--- src/rtl/bahis_kuyrugu.sv ---
// Bet-entry stage for the derby betting block: validates incoming tickets,
// buffers them in a small FIFO and hands out one bet per derby per session.
module bahis_kuyrugu #(
    parameter int DERIN        = 4,
    parameter int DERBI_SAYISI = 10,
    parameter int MAX_PARA     = 100
) (
    input  logic                     saat,
    input  logic                     reset,
    input  logic                     yeni_oturum,
    input  logic                     giris_gecerli,
    output logic                     giris_hazir,
    input  logic [1:0]               giris_at,
    input  logic [6:0]               giris_para,
    output logic                     cikis_gecerli,
    input  logic                     cikis_al,
    output logic [1:0]               cikis_at,
    output logic [6:0]               cikis_para,
    output logic [$clog2(DERIN):0]   doluluk,
    output logic [3:0]               red_sayac,
    output logic [3:0]               derbi_sayac,
    output logic                     bitti
);

    localparam int AW = $clog2(DERIN);

    // Horse code 3 is unused; stake must be non-zero and within the table limit.
    function automatic logic bilet_gecerli(input logic [1:0] at, input logic [6:0] para);
        return (at != 2'd3) && (para != 7'd0) && (para <= 7'(MAX_PARA));
    endfunction

    logic [8:0]    mem_q [DERIN];
    logic [AW-1:0] wr_ptr_q, wr_ptr_d;
    logic [AW-1:0] rd_ptr_q, rd_ptr_d;
    logic [AW:0]   doluluk_q, doluluk_d;
    logic [3:0]    red_q, red_d;
    logic [3:0]    derbi_q, derbi_d;
    logic          bitti_q, bitti_d;
    logic          dolu_s, push_s, pop_s, kabul_s;

    assign dolu_s        = (doluluk_q == (AW+1)'(DERIN));
    assign giris_hazir   = reset && !dolu_s && !bitti_q && !yeni_oturum;
    assign cikis_gecerli = (doluluk_q != '0) && !bitti_q;
    assign cikis_at      = (doluluk_q != '0) ? mem_q[rd_ptr_q][8:7] : 2'd0;
    assign cikis_para    = (doluluk_q != '0) ? mem_q[rd_ptr_q][6:0] : 7'd0;
    assign doluluk       = doluluk_q;
    assign red_sayac     = red_q;
    assign derbi_sayac   = derbi_q;
    assign bitti         = bitti_q;

    assign push_s  = giris_gecerli && giris_hazir;
    assign pop_s   = cikis_gecerli && cikis_al;
    assign kabul_s = push_s && bilet_gecerli(giris_at, giris_para);

    // Next-state for pointers, occupancy and session counters; a session clear wins over any transfer.
    always_comb begin
        wr_ptr_d  = wr_ptr_q;
        rd_ptr_d  = rd_ptr_q;
        doluluk_d = doluluk_q;
        red_d     = red_q;
        derbi_d   = derbi_q;
        bitti_d   = bitti_q;
        if (yeni_oturum) begin
            wr_ptr_d  = '0;
            rd_ptr_d  = '0;
            doluluk_d = '0;
            red_d     = 4'd0;
            derbi_d   = 4'd0;
            bitti_d   = 1'b0;
        end else begin
            if (kabul_s) begin
                wr_ptr_d = wr_ptr_q + AW'(1'b1);
            end else begin
                wr_ptr_d = wr_ptr_q;
            end
            if (push_s && !kabul_s && (red_q != 4'hF)) begin
                red_d = red_q + 4'd1;
            end else begin
                red_d = red_q;
            end
            if (pop_s) begin
                rd_ptr_d = rd_ptr_q + AW'(1'b1);
                derbi_d  = derbi_q + 4'd1;
                bitti_d  = ((derbi_q + 4'd1) == 4'(DERBI_SAYISI));
            end else begin
                rd_ptr_d = rd_ptr_q;
                derbi_d  = derbi_q;
                bitti_d  = bitti_q;
            end
            case ({kabul_s, pop_s})
                2'b10:   doluluk_d = doluluk_q + (AW+1)'(1'b1);
                2'b01:   doluluk_d = doluluk_q - (AW+1)'(1'b1);
                default: doluluk_d = doluluk_q;
            endcase
        end
    end

    // State registers and ticket storage; storage is cleared on reset so the head is never X.
    always_ff @(posedge saat or negedge reset) begin
        if (!reset) begin
            wr_ptr_q  <= '0;
            rd_ptr_q  <= '0;
            doluluk_q <= '0;
            red_q     <= 4'd0;
            derbi_q   <= 4'd0;
            bitti_q   <= 1'b0;
            for (int i = 0; i < DERIN; i++) begin
                mem_q[i] <= 9'd0;
            end
        end else begin
            wr_ptr_q  <= wr_ptr_d;
            rd_ptr_q  <= rd_ptr_d;
            doluluk_q <= doluluk_d;
            red_q     <= red_d;
            derbi_q   <= derbi_d;
            bitti_q   <= bitti_d;
            if (kabul_s) begin
                mem_q[wr_ptr_q] <= {giris_at, giris_para};
            end
        end
    end

endmodule

--- config.mk ---
export PLATFORM = sky130hd
export DESIGN_NAME = bahis_kuyrugu
export DESIGN_NICKNAME = d
export VERILOG_FILES = /design/src/rtl/bahis_kuyrugu.sv
export SDC_FILE = /design/constraint.sdc
export NUM_CORES = 1
export LEC_CHECK = 0
export BUFFER_PORTS_ARGS = -buffer_cell sky130_fd_sc_hd__buf_2
export CAP_MARGIN = 15
export CORE_MARGIN = 8
export CORE_UTILIZATION = 60
export CTS_CLUSTER_SIZE = 12
export DETAILED_ROUTE_END_ITERATION = 10
export GPL_ROUTABILITY_DRIVEN = 1
export GPL_TIMING_DRIVEN = 0
export HOLD_SLACK_MARGIN = 0.08
export PLACE_DENSITY = 0.86
export SYNTH_ARGS = -nofsm -noshare
export SYNTH_HDL_FRONTEND = slang
export SYNTH_SLANG_ARGS = --single-unit
--- constraint.sdc ---
create_clock -name saat -period 7.3 [get_ports saat]
set_input_delay 0.73 -clock saat [delete_from_list [all_inputs] [get_ports saat]]
set_output_delay 0.73 -clock saat [all_outputs]
set_load 0.01 [all_outputs]
==> run metrics <==
DRC=0; RSZ-0062 raised after global routing=false; Post-DP HPWL=3.88 mm; Min-Delay Path Class=input port to async pin; vias in the first global route=1867; die height=between 80 and 90 um; Tcrit/Tclk final=0.409; detailed-router iteration count before antenna repair=4; Clock Pin Slew Worst Setup and Hold Paths=0.10 ns; CTS buffer count=5; commonest cells in the netlist=52 x dfrtp_1, 27 x mux2_4, 23 x nor2_1, 11 x and2_1; area delta synth->final=12.8%; post-cts repair resize count=0; antenna cells=0; final RePlAce weighted congestion=0.814; Post-synth ARST share=1.00; CP endpoint=doluluk[2]; Synth area leader=dfrtp_1; Clock Latency Late Sink=0.32 ns; synth top area cells=dfrtp_1 46%, mux2_4 14%, mux4_2 7.1%, mux2_2 3.6%, ha_1 3.1%; nets=283; Cells after Synth=approximately 220; largest net degree at the start of global routing=55; Slew HR=0.564; share of the synthesized area in the top cell type=0.458; Worst Setup End Kind=register; worst-margin pin slew=0.654 ns; I/O Buffers=36; Critical Path RT=roughly 7.5 ns; Routed Antenna Nets=0; Layout Utilization=0.692; Max-Cap Viols=0; Top-Level Pins=37; root buffer cell=clkbuf_8; reg2reg end=doluluk[2]; WL/cell=around 18 um; Worst Path Arrival=3.23 ns; num rows=25; IR drop worst, VDD=0.200 mV; H-tree depth=2; r2r worst-path depth=10; CTS Buffer Depth=2; vias per std cell=5.65; post-layout min period=2.99 ns; status=completed; power density over cell area=278 nW/um^2; antenna violations before repair=0; fillers=311; FF-to-FF Start=bitti; metal3 WL=326 um; Post-synth EDFFs=0; setup TNS=0 ns; CP max FO=12; vias=between 1500 and 2000; final wirelength=5.54 mm; GRT Overall Usage=0.165; Synth warnings=0; # clock sinks=52; setup violators final=0; layout cells sized above 1=0.401; Slew Limit Fails=0; Seq cells post-synth=52; Die Span X=84.8 um; syn avg cell area=13.1 um^2; Worst Setup Start Kind=input port; leakage=1.51 nW; Fin. Hold Viols=0; ys flop type=dfrtp_1; setup bufs post-CTS=0; FMAX=335 MHz; post-synthesis sequential area ratio=0.458; Max Used Layer=met4; WL met1=2.35 mm; GRT overflow=0; count leader, synth=dfrtp_1; Post-CTS Hold Fix Bufs=0; Core Box Area=around 4600 um^2; CTS tree=done; crit path from=reset; post-synthesis cell type count=42; Worst Clk Skew=approximately 0.012 ns; die area=about 7200 um^2; mapped cell area=2840 um^2; flop-to-flop setup slack=between 4 and 5 ns; DR iter-0 viols=102; wire length on met2=2.83 mm; kind of critical path=input port to register; Starting Density=0.614; first-pass GRT wire length=9.32 mm; Net Count, Synth=239
sequential cells by signal, summed over array words and instances, names as in the netlist:
name / flops
bitti: 1
derbi_sayac: 4
doluluk: 3
mem_q: 36
rd_ptr_q: 2
red_sayac: 4
wr_ptr_q: 2
layout make-up:
cell class | count | area (um^2) | share of cell area
Multi-Input combinational cell | 150 | 1420 | 0.443
Sequential cell | 52 | 1300 | 0.406
Timing Repair Buffer | 37 | 200 | 0.0625
Buffer | 11 | 104 | 0.0324
Clock buffer | 5 | 68.8 | 0.0215
Tap cell | 54 | 67.6 | 0.0211
Clock inverter | 3 | 27.5 | 0.00859
Inverter | 4 | 15.0 | 0.00468
per-stage QoR:
stage	hold WS, ns	cell area [um^2]	setup WS, ns	power [mW]	instances
CTS	0.518	3190	3.56	0.897	315
detailed placement	0.493	3090	3.23	0.723	307
global route	0.289	3210	4.11	0.946	316
finish	0.283	3210	4.31	0.892	316
floorplan	0.434	2840	4.43	0.615	217
global placement	0.484	3090	3.29	0.716	307
worst max-delay path, stage by stage:
cell and delay [ns]:
buf_2 0.26, nand4bb_1 0.17, or2_4 0.28, nor3_2 0.23
buf_6 0.17, nor2_1 0.06, fa_1 0.42, or3b_2 0.51
a2bb2oi_1 0.14, o311ai_0 0.10, nand4b_1 0.16
worst min-delay path by stage:
| stage | end | slack, ns |
|---|---|---|
| finish | wr_ptr_q[0] | 0.28 |
| global route | wr_ptr_q[0] | 0.29 |
| CTS | mem_q[33] | 0.52 |
| detailed placement | mem_q[23] | 0.49 |
| global placement | mem_q[31] | 0.48 |
| floorplan | bitti | 0.43 |
power breakdown:
part | total, mW | switching (mW) | internal (mW)
clock network | 0.175 | 0.104 | 0.0706
logic | 0.346 | 0.162 | 0.185
registers | 0.372 | 0.0368 | 0.335
total | 0.892 | 0.302 | 0.590
layer usage:
layer | up-vias | track usage
li1 | 856 | -
met3 | 2 | 0.0347
met5 | - | 0
met1 | 882 | 0.206
met2 | 44 | 0.269
met4 | 0 | 0.0712
kinds of logic after synthesis:
group,count (synthesis),share of synthesized area
buffers and inverters,15,0.0418
flip-flops,52,0.458
AO/OA/AOI/OAI,17,0.0383
multiplexers,47,0.257
adder cells (fa/ha/maj),8,0.0379
XOR/XNOR,9,0.0326
AND/OR/NAND/NOR,69,0.135
cells in the final DEF, fill, tap and decap left out, types with 2 or more instances in the layout:
cell type / netlist / routed
mux2i_1: 2 / 2
or3_1: 6 / 6
mux4_2: 9 / 9
buf_2: 2 / 38
mux2_4: 27 / 27
nand2b_1: 3 / 3
and2b_1: 2 / 2
xor2_1: 5 / 5
dfrtp_1: 52 / 52
xnor2_1: 3 / 3
o21ai_0: 7 / 7
clkbuf_1: 4 / 4
and2_1: 11 / 11
ha_1: 7 / 7
a21oi_1: 3 / 3
clkbuf_8: 0 / 5
and2_4: 3 / 3
o311ai_0: 2 / 2
nand3_1: 2 / 2
nor2_1: 23 / 23
inv_1: 4 / 4
nand2_1: 9 / 9
mux2_2: 9 / 9
buf_12: 3 / 4
Note: power is estimated with default switching activity, not from simulation.
